## src/rtl/load_store_unit.sv

```systemverilog
// Load/store unit: serialises one load/store request into big-endian byte accesses
// on a byte-wide memory port, with size/alignment checks and a per-byte timeout.
module load_store_unit #(
  parameter int unsigned ADDR_W      = 32,
  parameter int unsigned TIMEOUT_CYC = 16
) (
  input  logic              clk,
  input  logic              rst,
  input  logic              req_valid,
  output logic              req_ready,
  input  logic              MemRead,
  input  logic              MemWrite,
  input  logic [1:0]        size,
  input  logic              sign_ext,
  input  logic [ADDR_W-1:0] addr,
  input  logic [31:0]       Write_data,
  output logic [31:0]       Read_data,
  output logic              done,
  output logic              err,
  output logic [ADDR_W-1:0] mem_addr,
  output logic [7:0]        mem_wdata,
  output logic              mem_re,
  output logic              mem_we,
  input  logic [7:0]        mem_rdata,
  input  logic              mem_ready
);

  typedef enum logic [1:0] {StIdle, StAccess, StResp} state_e;

  // Timeout fires when the counter would reach TIMEOUT_CYC on a stalled cycle.
  localparam logic [7:0] TmoLast = 8'(TIMEOUT_CYC - 1);

  state_e            state_q, state_d;
  logic [1:0]        cnt_q, cnt_d;          // index of byte currently on the port
  logic [1:0]        last_q, last_d;        // index of final byte (0, 1 or 3)
  logic [7:0]        tmo_q, tmo_d;
  logic              load_q, load_d;
  logic              sext_q, sext_d;
  logic [23:0]       wsh_q, wsh_d;          // store bytes still to be sent, MSB first
  logic [23:0]       rbuf_q, rbuf_d;        // load bytes received so far, shifted in
  logic [31:0]       read_data_q, read_data_d;
  logic              done_q, done_d;
  logic              err_q, err_d;
  logic              mem_re_q, mem_re_d;
  logic              mem_we_q, mem_we_d;
  logic [ADDR_W-1:0] mem_addr_q, mem_addr_d;
  logic [7:0]        mem_wdata_q, mem_wdata_d;

  logic              bad_req;
  logic [1:0]        req_last;
  logic [31:0]       store_word;
  logic [31:0]       load_word;
  logic [31:0]       load_ext;

  // Request decode: legality, byte count and left-justified store data.
  always_comb begin
    bad_req = (MemRead && MemWrite) || (size == 2'b11) ||
              (size == 2'b01 && addr[0]) || (size == 2'b10 && addr[1:0] != 2'b00);
    req_last   = 2'd3;
    store_word = Write_data;
    unique case (size)
      2'b00: begin
        req_last   = 2'd0;
        store_word = {Write_data[7:0], 24'h0};
      end
      2'b01: begin
        req_last   = 2'd1;
        store_word = {Write_data[15:0], 16'h0};
      end
      default: begin
        req_last   = 2'd3;
        store_word = Write_data;
      end
    endcase
  end

  // Assemble the load result including the byte arriving this cycle, then extend.
  always_comb begin
    load_word = {rbuf_q, mem_rdata};
    load_ext  = load_word;
    unique case (last_q)
      2'd0:    load_ext = {{24{sext_q & load_word[7]}}, load_word[7:0]};
      2'd1:    load_ext = {{16{sext_q & load_word[15]}}, load_word[15:0]};
      default: load_ext = load_word;
    endcase
  end

  // Next-state logic for the request FSM and all registered outputs.
  always_comb begin
    state_d     = state_q;
    cnt_d       = cnt_q;
    last_d      = last_q;
    tmo_d       = tmo_q;
    load_d      = load_q;
    sext_d      = sext_q;
    wsh_d       = wsh_q;
    rbuf_d      = rbuf_q;
    read_data_d = read_data_q;
    done_d      = 1'b0;
    err_d       = 1'b0;
    mem_re_d    = mem_re_q;
    mem_we_d    = mem_we_q;
    mem_addr_d  = mem_addr_q;
    mem_wdata_d = mem_wdata_q;
    unique case (state_q)
      StIdle: begin
        // A request with neither direction set is not a request at all.
        if (req_valid && (MemRead || MemWrite)) begin
          if (bad_req) begin
            state_d = StResp;
            err_d   = 1'b1;
          end else begin
            state_d     = StAccess;
            cnt_d       = 2'd0;
            last_d      = req_last;
            tmo_d       = 8'd0;
            load_d      = MemRead;
            sext_d      = sign_ext;
            rbuf_d      = 24'h0;
            wsh_d       = store_word[23:0];
            mem_wdata_d = store_word[31:24];
            mem_addr_d  = addr;
            mem_re_d    = MemRead;
            mem_we_d    = MemWrite;
          end
        end
      end
      StAccess: begin
        if (mem_ready) begin
          tmo_d  = 8'd0;
          rbuf_d = load_word[23:0];
          if (cnt_q == last_q) begin
            state_d  = StResp;
            done_d   = 1'b1;
            mem_re_d = 1'b0;
            mem_we_d = 1'b0;
            if (load_q) begin
              read_data_d = load_ext;
            end
          end else begin
            cnt_d       = cnt_q + 2'd1;
            mem_addr_d  = mem_addr_q + ADDR_W'(1);
            mem_wdata_d = wsh_q[23:16];
            wsh_d       = {wsh_q[15:0], 8'h0};
          end
        end else if (tmo_q == TmoLast) begin
          state_d  = StResp;
          err_d    = 1'b1;
          mem_re_d = 1'b0;
          mem_we_d = 1'b0;
        end else begin
          tmo_d = tmo_q + 8'd1;
        end
      end
      StResp: begin
        state_d = StIdle;
      end
      default: begin
        state_d = StIdle;
      end
    endcase
  end

  // State and output registers; reset aborts any access in flight.
  always_ff @(posedge clk or posedge rst) begin
    if (rst) begin
      state_q     <= StIdle;
      cnt_q       <= 2'd0;
      last_q      <= 2'd0;
      tmo_q       <= 8'd0;
      load_q      <= 1'b0;
      sext_q      <= 1'b0;
      wsh_q       <= 24'h0;
      rbuf_q      <= 24'h0;
      read_data_q <= 32'h0;
      done_q      <= 1'b0;
      err_q       <= 1'b0;
      mem_re_q    <= 1'b0;
      mem_we_q    <= 1'b0;
      mem_addr_q  <= '0;
      mem_wdata_q <= 8'h0;
    end else begin
      state_q     <= state_d;
      cnt_q       <= cnt_d;
      last_q      <= last_d;
      tmo_q       <= tmo_d;
      load_q      <= load_d;
      sext_q      <= sext_d;
      wsh_q       <= wsh_d;
      rbuf_q      <= rbuf_d;
      read_data_q <= read_data_d;
      done_q      <= done_d;
      err_q       <= err_d;
      mem_re_q    <= mem_re_d;
      mem_we_q    <= mem_we_d;
      mem_addr_q  <= mem_addr_d;
      mem_wdata_q <= mem_wdata_d;
    end
  end

  assign req_ready = (state_q == StIdle);
  assign Read_data = read_data_q;
  assign done      = done_q;
  assign err       = err_q;
  assign mem_re    = mem_re_q;
  assign mem_we    = mem_we_q;
  assign mem_addr  = mem_addr_q;
  assign mem_wdata = mem_wdata_q;

endmodule
```

## config.mk

```make
export PLATFORM = sky130hd
export DESIGN_NAME = load_store_unit
export DESIGN_NICKNAME = d
export VERILOG_FILES = /design/src/rtl/load_store_unit.sv
export SDC_FILE = /design/constraint.sdc
export NUM_CORES = 1
export LEC_CHECK = 0
export BUFFER_PORTS_ARGS = -buffer_cell sky130_fd_sc_hd__buf_2
export CAP_MARGIN = 20
export CORE_MARGIN = 3
export CORE_UTILIZATION = 33
export DETAILED_ROUTE_END_ITERATION = 16
export HOLD_SLACK_MARGIN = 0.02
export PLACE_DENSITY = 0.58
export SYNTH_ARGS = -nofsm -noshare
export SYNTH_HDL_FRONTEND = slang
export SYNTH_SLANG_ARGS = --single-unit
export TNS_END_PERCENT = 1
```

## constraint.sdc

```tcl
create_clock -name clk -period 4.3 [get_ports clk]
set_input_delay 0.86 -clock clk [delete_from_list [all_inputs] [get_ports clk]]
set_output_delay 0.86 -clock clk [all_outputs]
set_load 0.005 [all_outputs]
```

==> results by group, run 1 <==
Outcome
  • Status: complete, no violations

Worst setup path
  • Setup CP Type: input pin to flip-flop
  • Launching instance or port of the critical path: size[0]
  • Crit path max-delay cell type: sky130_fd_sc_hd__a21oi_4
  • Critical path fanouts, max: 25
  • Largest incremental delay on the critical path: 0.66 ns
  • FF-to-FF Start: mem_addr[0]
  • CP cell instances: buf_2 > nor3_1 > o211ai_1 > a21oi_4 > buf_4 > nor2_1 > a31oi_1
  • Type of element capturing the critical path: flip-flop
  • Arrival time of the worst setup path: a little over 3 ns
  • Data required time of the critical path: ~4.6 ns
  • Type of origin of the critical path: input pin

Logic synthesis
  • Fraction of registers with async set or reset after synthesis: 100%
  • Area share of the largest cell type after synthesis: ~50%
  • Primary flip-flop cell chosen by synthesis mapping: sky130_fd_sc_hd__dfrtp_1
  • Post-synth EDFFs: 0
  • Cell Area, Synth: approximately 0.007 mm²
  • FF+latch count, synth: between 100 and 150
  • Synth warn: 0
  • Post-synth top area cell: sky130_fd_sc_hd__dfrtp_1
  • Distinct cell type count of the synthesized netlist: around 60
  • Most numerous cell in the Yosys netlist: sky130_fd_sc_hd__nand2_1
  • Sequential-to-total area share from yosys stat: approximately 50%
  • Nets in the synthesized netlist: 874
  • Main area contributors after synthesis: sky130_fd_sc_hd__dfrtp_1 50%, sky130_fd_sc_hd__nand2_1 9.0%, sky130_fd_sc_hd__a21oi_1 4.6%
  • Syn avg cell area: a little under 9 µm²
  • Number of instances in the synthesized netlist: 791
  • List of most frequent post-synthesis cells: 169 x sky130_fd_sc_hd__nand2_1, 140 x sky130_fd_sc_hd__dfrtp_1, 64 x sky130_fd_sc_hd__a21oi_1

Global routing
  • Vias in the first global route: ~6000
  • Pin count of the biggest net entering global routing: a little over 80
  • Initial antenna violation count: 0
  • First-pass GRT wire length: roughly 33 mm
  • Gr ovfl total: 0
  • Global Route Usage Sum: 17.9%

Power
  • Worst IR drop on VDD: approximately 0.28 mV
  • Power density of the placed cells: between 600 and 700 mW/mm²
  • Cell leakage power: slightly above 0.004 µW
  • Overall power: 5880 µW

CTS
  • Cell at the root of the clock tree: sky130_fd_sc_hd__clkbuf_16
  • Cts repair resizes: 0
  • Max clock buf depth: 2
  • Clock Latency Late Sink: approximately 0.43 ns
  • Number of setup buffers added after CTS: 0
  • Sink count of the clock tree: 140
  • TritonCTS clock tree: done
  • Clock input transition at the sequential cells of the worst setup and hold paths: 0.07 ns
  • Max H-tree Level: 4
  • CTS Buf Count: 17
  • Total of hold buffers inserted after clock tree synthesis: 0

STA
  • Max-slew violation count: 0
  • Final min period: 2.72 ns
  • Worst setup slack after layout: about 1.6 ns
  • Setup repair after global routing missed its margin: no
  • Setup Viol. Count Final: 0
  • Least-Margin Pin Slew: between 0.8 and 0.9 ns
  • Count of final hold-check violations: 0
  • Period Utilization, post-route: approximately 63%
  • Sum Neg Setup Slack: 0 ns
  • Worst rel slew slack: a little over 40%
  • Clock skew after layout: between 0.01 and 0.015 ns
  • Maximum clock frequency: ~370 MHz

Drt
  • Drt first pass iters: 5
  • Detail Route met2 WL: a little over 9 mm
  • Detailed-route wire length: about 20 mm
  • Drt drc: 0
  • Highest routing layer actually used: met4
  • Wire length on met3: 1.24 mm
  • Routed wirelength normalized by instance count: 16.7 µm
  • Iteration-0 DRC Markers: ~450
  • Routed length on met1: 9.40 mm
  • Vias per std cell: around 5.2
  • Post-route ant nets: 0
  • Total vias in the final route: approximately 6300

Placement
  • Hpwl dp: approximately 14 mm
  • Worst slack at placement: 1.15 ns
  • IO Port Bufs: roughly 160
  • Global placer's final weighted congestion: ~0.8
  • Placed Instances: about 1200

Die
  • Num rows: 52
  • X dimension of the die: 152 µm
  • Starting density of the core: 34.1%
  • Die outline area: about 0.023 mm²
  • Die Y-Extent: around 150 µm
  • Count of pins on the block boundary: approximately 160
  • Core area: ~0.021 mm²

Min path
  • Worst hold start: rbuf_q[20]
  • Class of the tightest hold or removal check: flip-flop to flip-flop

Cells and area
  • # nets final: 1008
  • Number of fill cells: around 2100
  • Fraction of layout instances using a drive strength above 1: 24.6%
  • Non-Filler Instances: about 1200
  • Layout Area Growth over Synthesis: 23.8%

Job
  • Max cap viols: 0
-- power by group --
| group | internal (µW) | switching, µW | leakage [µW] |
|---|---|---|---|
| registers | 1810 | 491 | 0.00178 |
| logic | 848 | 1170 | 0.00196 |
| clock network | 942 | 623 | 0.000300 |
-- worst paths after layout --
path                                      end  slack [ns]  cells past startpoint
worst max-delay path                 wsh_q[8]        1.58                      7
worst min-delay path               rbuf_q[20]        0.47                      2
worst max register to register   mem_addr[30]        1.71                      6
worst min register to register     rbuf_q[20]        0.47                      2
max in group asynchronous        mem_addr[21]        2.88                      3
min in group asynchronous       Read_data[24]        0.56                      2
-- logic make-up after synthesis --
kind of cell	after synthesis	synth area share, %
buffers and inverters	68	4.48
AOI/OAI and AO/OA	232	20.7
xor gates and xnor gates	8	1.11
and+or+nand+nor	330	21.9
muxes	10	1.44
adders and majority gates	3	0.499
DFF	140	49.9
-- metrics by stage --
step	hold slack [ns]	utilization, %	instance area (µm²)
finish	0.469	42.2	8680
global route	0.493	42.2	8680
CTS	0.474	42.1	8660
detailed placement	0.459	39.1	8040
global placement	0.456	39.1	8040
floorplan	0.439	-	7020
-- cells in the final DEF, fill, tap and decap left out, types with 7 or more instances in the layout --
cell,synthesis,final
sky130_fd_sc_hd__o22ai_1,15,15
sky130_fd_sc_hd__a221o_1,8,8
sky130_fd_sc_hd__a22o_1,8,8
sky130_fd_sc_hd__clkbuf_16,0,17
sky130_fd_sc_hd__buf_2,12,157
sky130_fd_sc_hd__mux2i_1,9,9
sky130_fd_sc_hd__a2bb2oi_1,13,13
sky130_fd_sc_hd__nand2_1,169,169
sky130_fd_sc_hd__nand3_1,52,52
sky130_fd_sc_hd__a31oi_1,27,27
sky130_fd_sc_hd__o21ai_0,61,61
sky130_fd_sc_hd__dfrtp_1,140,140
sky130_fd_sc_hd__a21oi_1,64,63
sky130_fd_sc_hd__inv_1,9,8
sky130_fd_sc_hd__nand4_1,11,11
sky130_fd_sc_hd__nor2_1,54,54
sky130_fd_sc_hd__buf_4,1,12
sky130_fd_sc_hd__nor3_1,10,10
sky130_fd_sc_hd__o211ai_1,11,11
sky130_fd_sc_hd__and3_1,7,7
-- sequential cells by signal, summed over array words and instances (netlist names) --
signal     flops
Read_data     32
mem_addr      32
rbuf_q        24
wsh_q         24
mem_wdata      8
tmo_q          8
cnt_q          2
last_q         2
state_q        2
done           1
err            1
load_q         1
mem_re         1
mem_we         1
sext_q         1
-- area by class of cell --
type	instances	area, µm²	share of cell area, %
Clock inverter	14	183	2.10
Clock buffer	18	439	5.06
Timing Repair Buffer	173	956	11.0
Antenna cell	1	2.50	0.0288
Inverter	10	41.3	0.476
Multi-Input combinational cell	583	3220	37.1
Sequential cell	140	3500	40.4
Tap cell	270	338	3.89
-- worst max-delay path, delay by kind of cell --
family / cells / cell delay (ns)
AO/OA/AOI/OAI: 3 / 1.10
buffers and inverters: 2 / 0.54
AND/OR/NAND/NOR: 2 / 0.56
-- layer usage --
layer | global-route usage, % | vias up
met4 | 4.85 | 0
met5 | 0 | -
li1 | - | 3109
met3 | 5.15 | 24
met2 | 27.1 | 160
met1 | 25.1 | 3049
Power figures use the tool's default switching activity.
==> run 2, diff against run 1 <==
--- a/config.mk
+++ b/config.mk
@@ -11,7 +11,7 @@
 export CORE_UTILIZATION = 33
 export DETAILED_ROUTE_END_ITERATION = 16
 export HOLD_SLACK_MARGIN = 0.02
-export PLACE_DENSITY = 0.58
+export PLACE_DENSITY = 0.56
 export SYNTH_ARGS = -nofsm -noshare
 export SYNTH_HDL_FRONTEND = slang
 export SYNTH_SLANG_ARGS = --single-unit
==> constraint.sdc (replaced) <==
create_clock -name clk -period 2.6 [get_ports clk]
set_input_delay 0.52 -clock clk [delete_from_list [all_inputs] [get_ports clk]]
set_output_delay 0.52 -clock clk [all_outputs]
set_load 0.005 [all_outputs]
==> run 2 against run 1 <==
Global-route usage up 0.21 points. Utilization up 0.26 points. Count of clock-buffer cells in the layout up 1. Register-to-register slack worse by 1.3 ns. Final cell count up 0.50%. Wire length up 0.87%. Clock skew up 0.00086 ns. Largest cell class unchanged. Clock power up 59%. Sequential share of layout area down 0.25 points. Sequential power up 66%. Combinational power up 67%. Worst hold slack worse by 0.41 ns.
==> results by group, run 2 (same netlist as run 1, synthesis figures left out) <==
Worst setup path
  • Count of buffer and inverter cells on the critical path: 0 (-2)
  • CP cell instances: nand3_1 > nor4_4 > nand4_4 > o21a_1 > nor4_1
  • Crit path max-delay cell type: sky130_fd_sc_hd__nor4_4
  • Arrival time of the worst setup path: 2.49 ns (-0.57 ns)
  • Worst path depth: 5 (-2)
  • Setup CP Type: flip-flop to flip-flop
  • Path depth of the worst reg2reg path: 5 (-1)
  • Family with the most delay on the worst path: simple AND/OR/NAND/NOR gates
  • Data required time of the critical path: 2.91 ns (-1.73 ns)
  • Largest incremental delay on the critical path: 0.62 ns (-0.04 ns)
  • Type of origin of the critical path: flip-flop
  • Critical path fanouts, max: 8 (-68%)
  • Type of element capturing the critical path: flip-flop

CTS
  • Cts repair resizes: 0 (unchanged)
  • Clock Latency Late Sink: 0.42 ns (about the same)
  • Total of hold buffers inserted after clock tree synthesis: 0 (unchanged)
  • CTS Buf Count: 17 (unchanged)
  • Sink count of the clock tree: 140 (unchanged)
  • Number of setup buffers added after CTS: 0 (unchanged)
  • Cell at the root of the clock tree: sky130_fd_sc_hd__clkbuf_16
  • Max clock buf depth: 2 (unchanged)
  • TritonCTS clock tree: done
  • Max H-tree Level: 4 (unchanged)
  • Clock input transition at the sequential cells of the worst setup and hold paths: 0.06 ns (about the same)

Drt
  • Total vias in the final route: 6401 (+0.93%)
  • Drt drc: 0 (unchanged)
  • Iteration-0 DRC Markers: 453 (+1.3%)
  • Detailed-route wire length: 20.4 mm (+0.87%)
  • Routed wirelength normalized by instance count: 16.8 µm (+0.37%)
  • Vias per std cell: 5.27 (+0.43%)
  • Post-route ant nets: 0 (unchanged)
  • Drt first pass iters: 5 (unchanged)

Placement
  • Hpwl dp: 13.8 mm (+0.33%)
  • IO Port Bufs: 157 (unchanged)
  • Global placer's final weighted congestion: 0.762 (-3.1%)

Global routing
  • Vias in the first global route: 6171 (+2.2%)
  • Global Route Usage Sum: 18.1% (+0.21 points)
  • Initial antenna violation count: 0 (unchanged)
  • Pin count of the biggest net entering global routing: 90 (+8.4%)
  • Gr ovfl total: 0 (unchanged)
  • First-pass GRT wire length: 32.9 mm (+0.82%)

Die
  • Starting density of the core: 34.1% (unchanged)
  • Core area: 0.0206 mm² (unchanged)
  • Die outline area: 0.0230 mm² (unchanged)
  • X dimension of the die: 152 µm (unchanged)
  • Die Y-Extent: 152 µm (unchanged)
  • Num rows: 52 (unchanged)
  • Count of pins on the block boundary: 158 (unchanged)

Job
  • Max cap viols: 0 (unchanged)

Cells and area
  • Top library cells by usage in the layout, fill and taps aside: 169 x sky130_fd_sc_hd__nand2_1, 157 x sky130_fd_sc_hd__buf_2, 140 x sky130_fd_sc_hd__dfrtp_1
  • # nets final: 1015 (+0.69%)
  • Layout Area Growth over Synthesis: 24.5%
  • Fraction of layout instances using a drive strength above 1: 25.0% (+0.35 points)
  • Commonest non-fill, non-tap cell in the layout: sky130_fd_sc_hd__nand2_1
  • Count of antenna diodes in the layout: 0 (-1)
  • Number of fill cells: 2152 (+2.7%)

STA
  • Least-Margin Pin Slew: 1.05 ns (+0.165 ns)
  • Maximum clock frequency: 459 MHz
  • Smallest hold slack: 0.0560 ns (-0.413 ns)
  • Max-slew violation count: 0 (unchanged)
  • Sum Neg Setup Slack: 0 ns (unchanged)
  • Period Utilization, post-route: around 84%
  • Setup Viol. Count Final: 0 (unchanged)
  • Worst rel slew slack: 29.8% (-11 points)
  • Clock skew after layout: 0.0114 ns (+0.000857 ns)
  • Final min period: 2.18 ns
  • Setup repair after global routing missed its margin: no
  • Count of final hold-check violations: 0 (unchanged)

Power
  • Worst IR drop on VDD: 0.435 mV (+57%)
  • Power density of the placed cells: 1110 mW/mm² (+64%)
  • Cell leakage power: 0.00407 µW (+0.76%)

Outcome
  • Status: complete, no violations

Min path
  • Class of the tightest hold or removal check: input pin to async pin
==> run 2: cell types whose count changed in the layout (fill, tap and decap cells not counted) <==
cell / delta
sky130_fd_sc_hd__inv_6: -4
sky130_fd_sc_hd__clkinv_4: +3
sky130_fd_sc_hd__clkbuf_8: -1
sky130_fd_sc_hd__clkbuf_1: +2
sky130_fd_sc_hd__inv_8: -1
sky130_fd_sc_hd__buf_12: +2
sky130_fd_sc_hd__clkinv_2: +1
sky130_fd_sc_hd__buf_4: +5
sky130_fd_sc_hd__diode_2: -1
==> run 2: final timing paths <==
check,slack [ns],endpoint,start
setup / recovery,0.42,mem_addr[31],mem_addr[5]
hold / removal,0.06,err,rst
setup reg to reg,0.42,mem_addr[31],mem_addr[5]
hold reg to reg,0.47,rbuf_q[20],rbuf_q[20]
max in group asynchronous,1.89,mem_addr[29],rst
min in group clk,0.32,Read_data[0],mem_rdata[0]
==> run 2: final cells by class <==
type / instances / area, µm² / area share [%]
well taps: 270 / 338 / 3.87
inverters: 10 / 41.3 / 0.473
multi-input cells: 583 / 3220 / 36.8
flip-flops and latches: 140 / 3500 / 40.1
repair buffers: 180 / 1030 / 11.8
clock inverters: 13 / 168 / 1.92
clock buffers: 19 / 433 / 4.96
==> run 2: report_power, final <==
part / internal, µW / switching, µW / leakage, µW
logic: 1440 / 1940 / 0.00200
registers: 3000 / 817 / 0.00178
clock network: 1520 / 975 / 0.000287
total: 5950 / 3740 / 0.00407
==> run 2: per-stage QoR <==
step                      utilization, %  setup WS, ns  cell area [µm²]  cells  power (µW)
after floorplan                        -         0.331             7020    791        5880
after global placement              39.6         0.134             8130   1183        7220
after detailed placement            39.6         0.115             8130   1183        7260
after CTS                           42.5         0.414             8730   1215        9790
after global routing                42.5         0.198             8730   1215       10500
final                               42.5         0.422             8730   1215        9680
==> run 2: metal layers <==
| metal | global-route usage [%] | up-vias | part of all wire, % |
|---|---|---|---|
| met5 | 0 | - | 0 |
| met3 | 4.28 | 18 | 6.2 |
| met4 | 4.27 | 0 | 1.0 |
| met1 | 25.7 | 3065 | 45 |
| met2 | 28.0 | 199 | 47 |
| li1 | - | 3119 | - |
==> run 2: worst reg2reg max path: cells and delay by family, from the launching register on <==
family,cells,cell delay [ns]
and+or+nand+nor,4,1.36
DFF,1,0.49
AOI/OAI and AO/OA,1,0.24
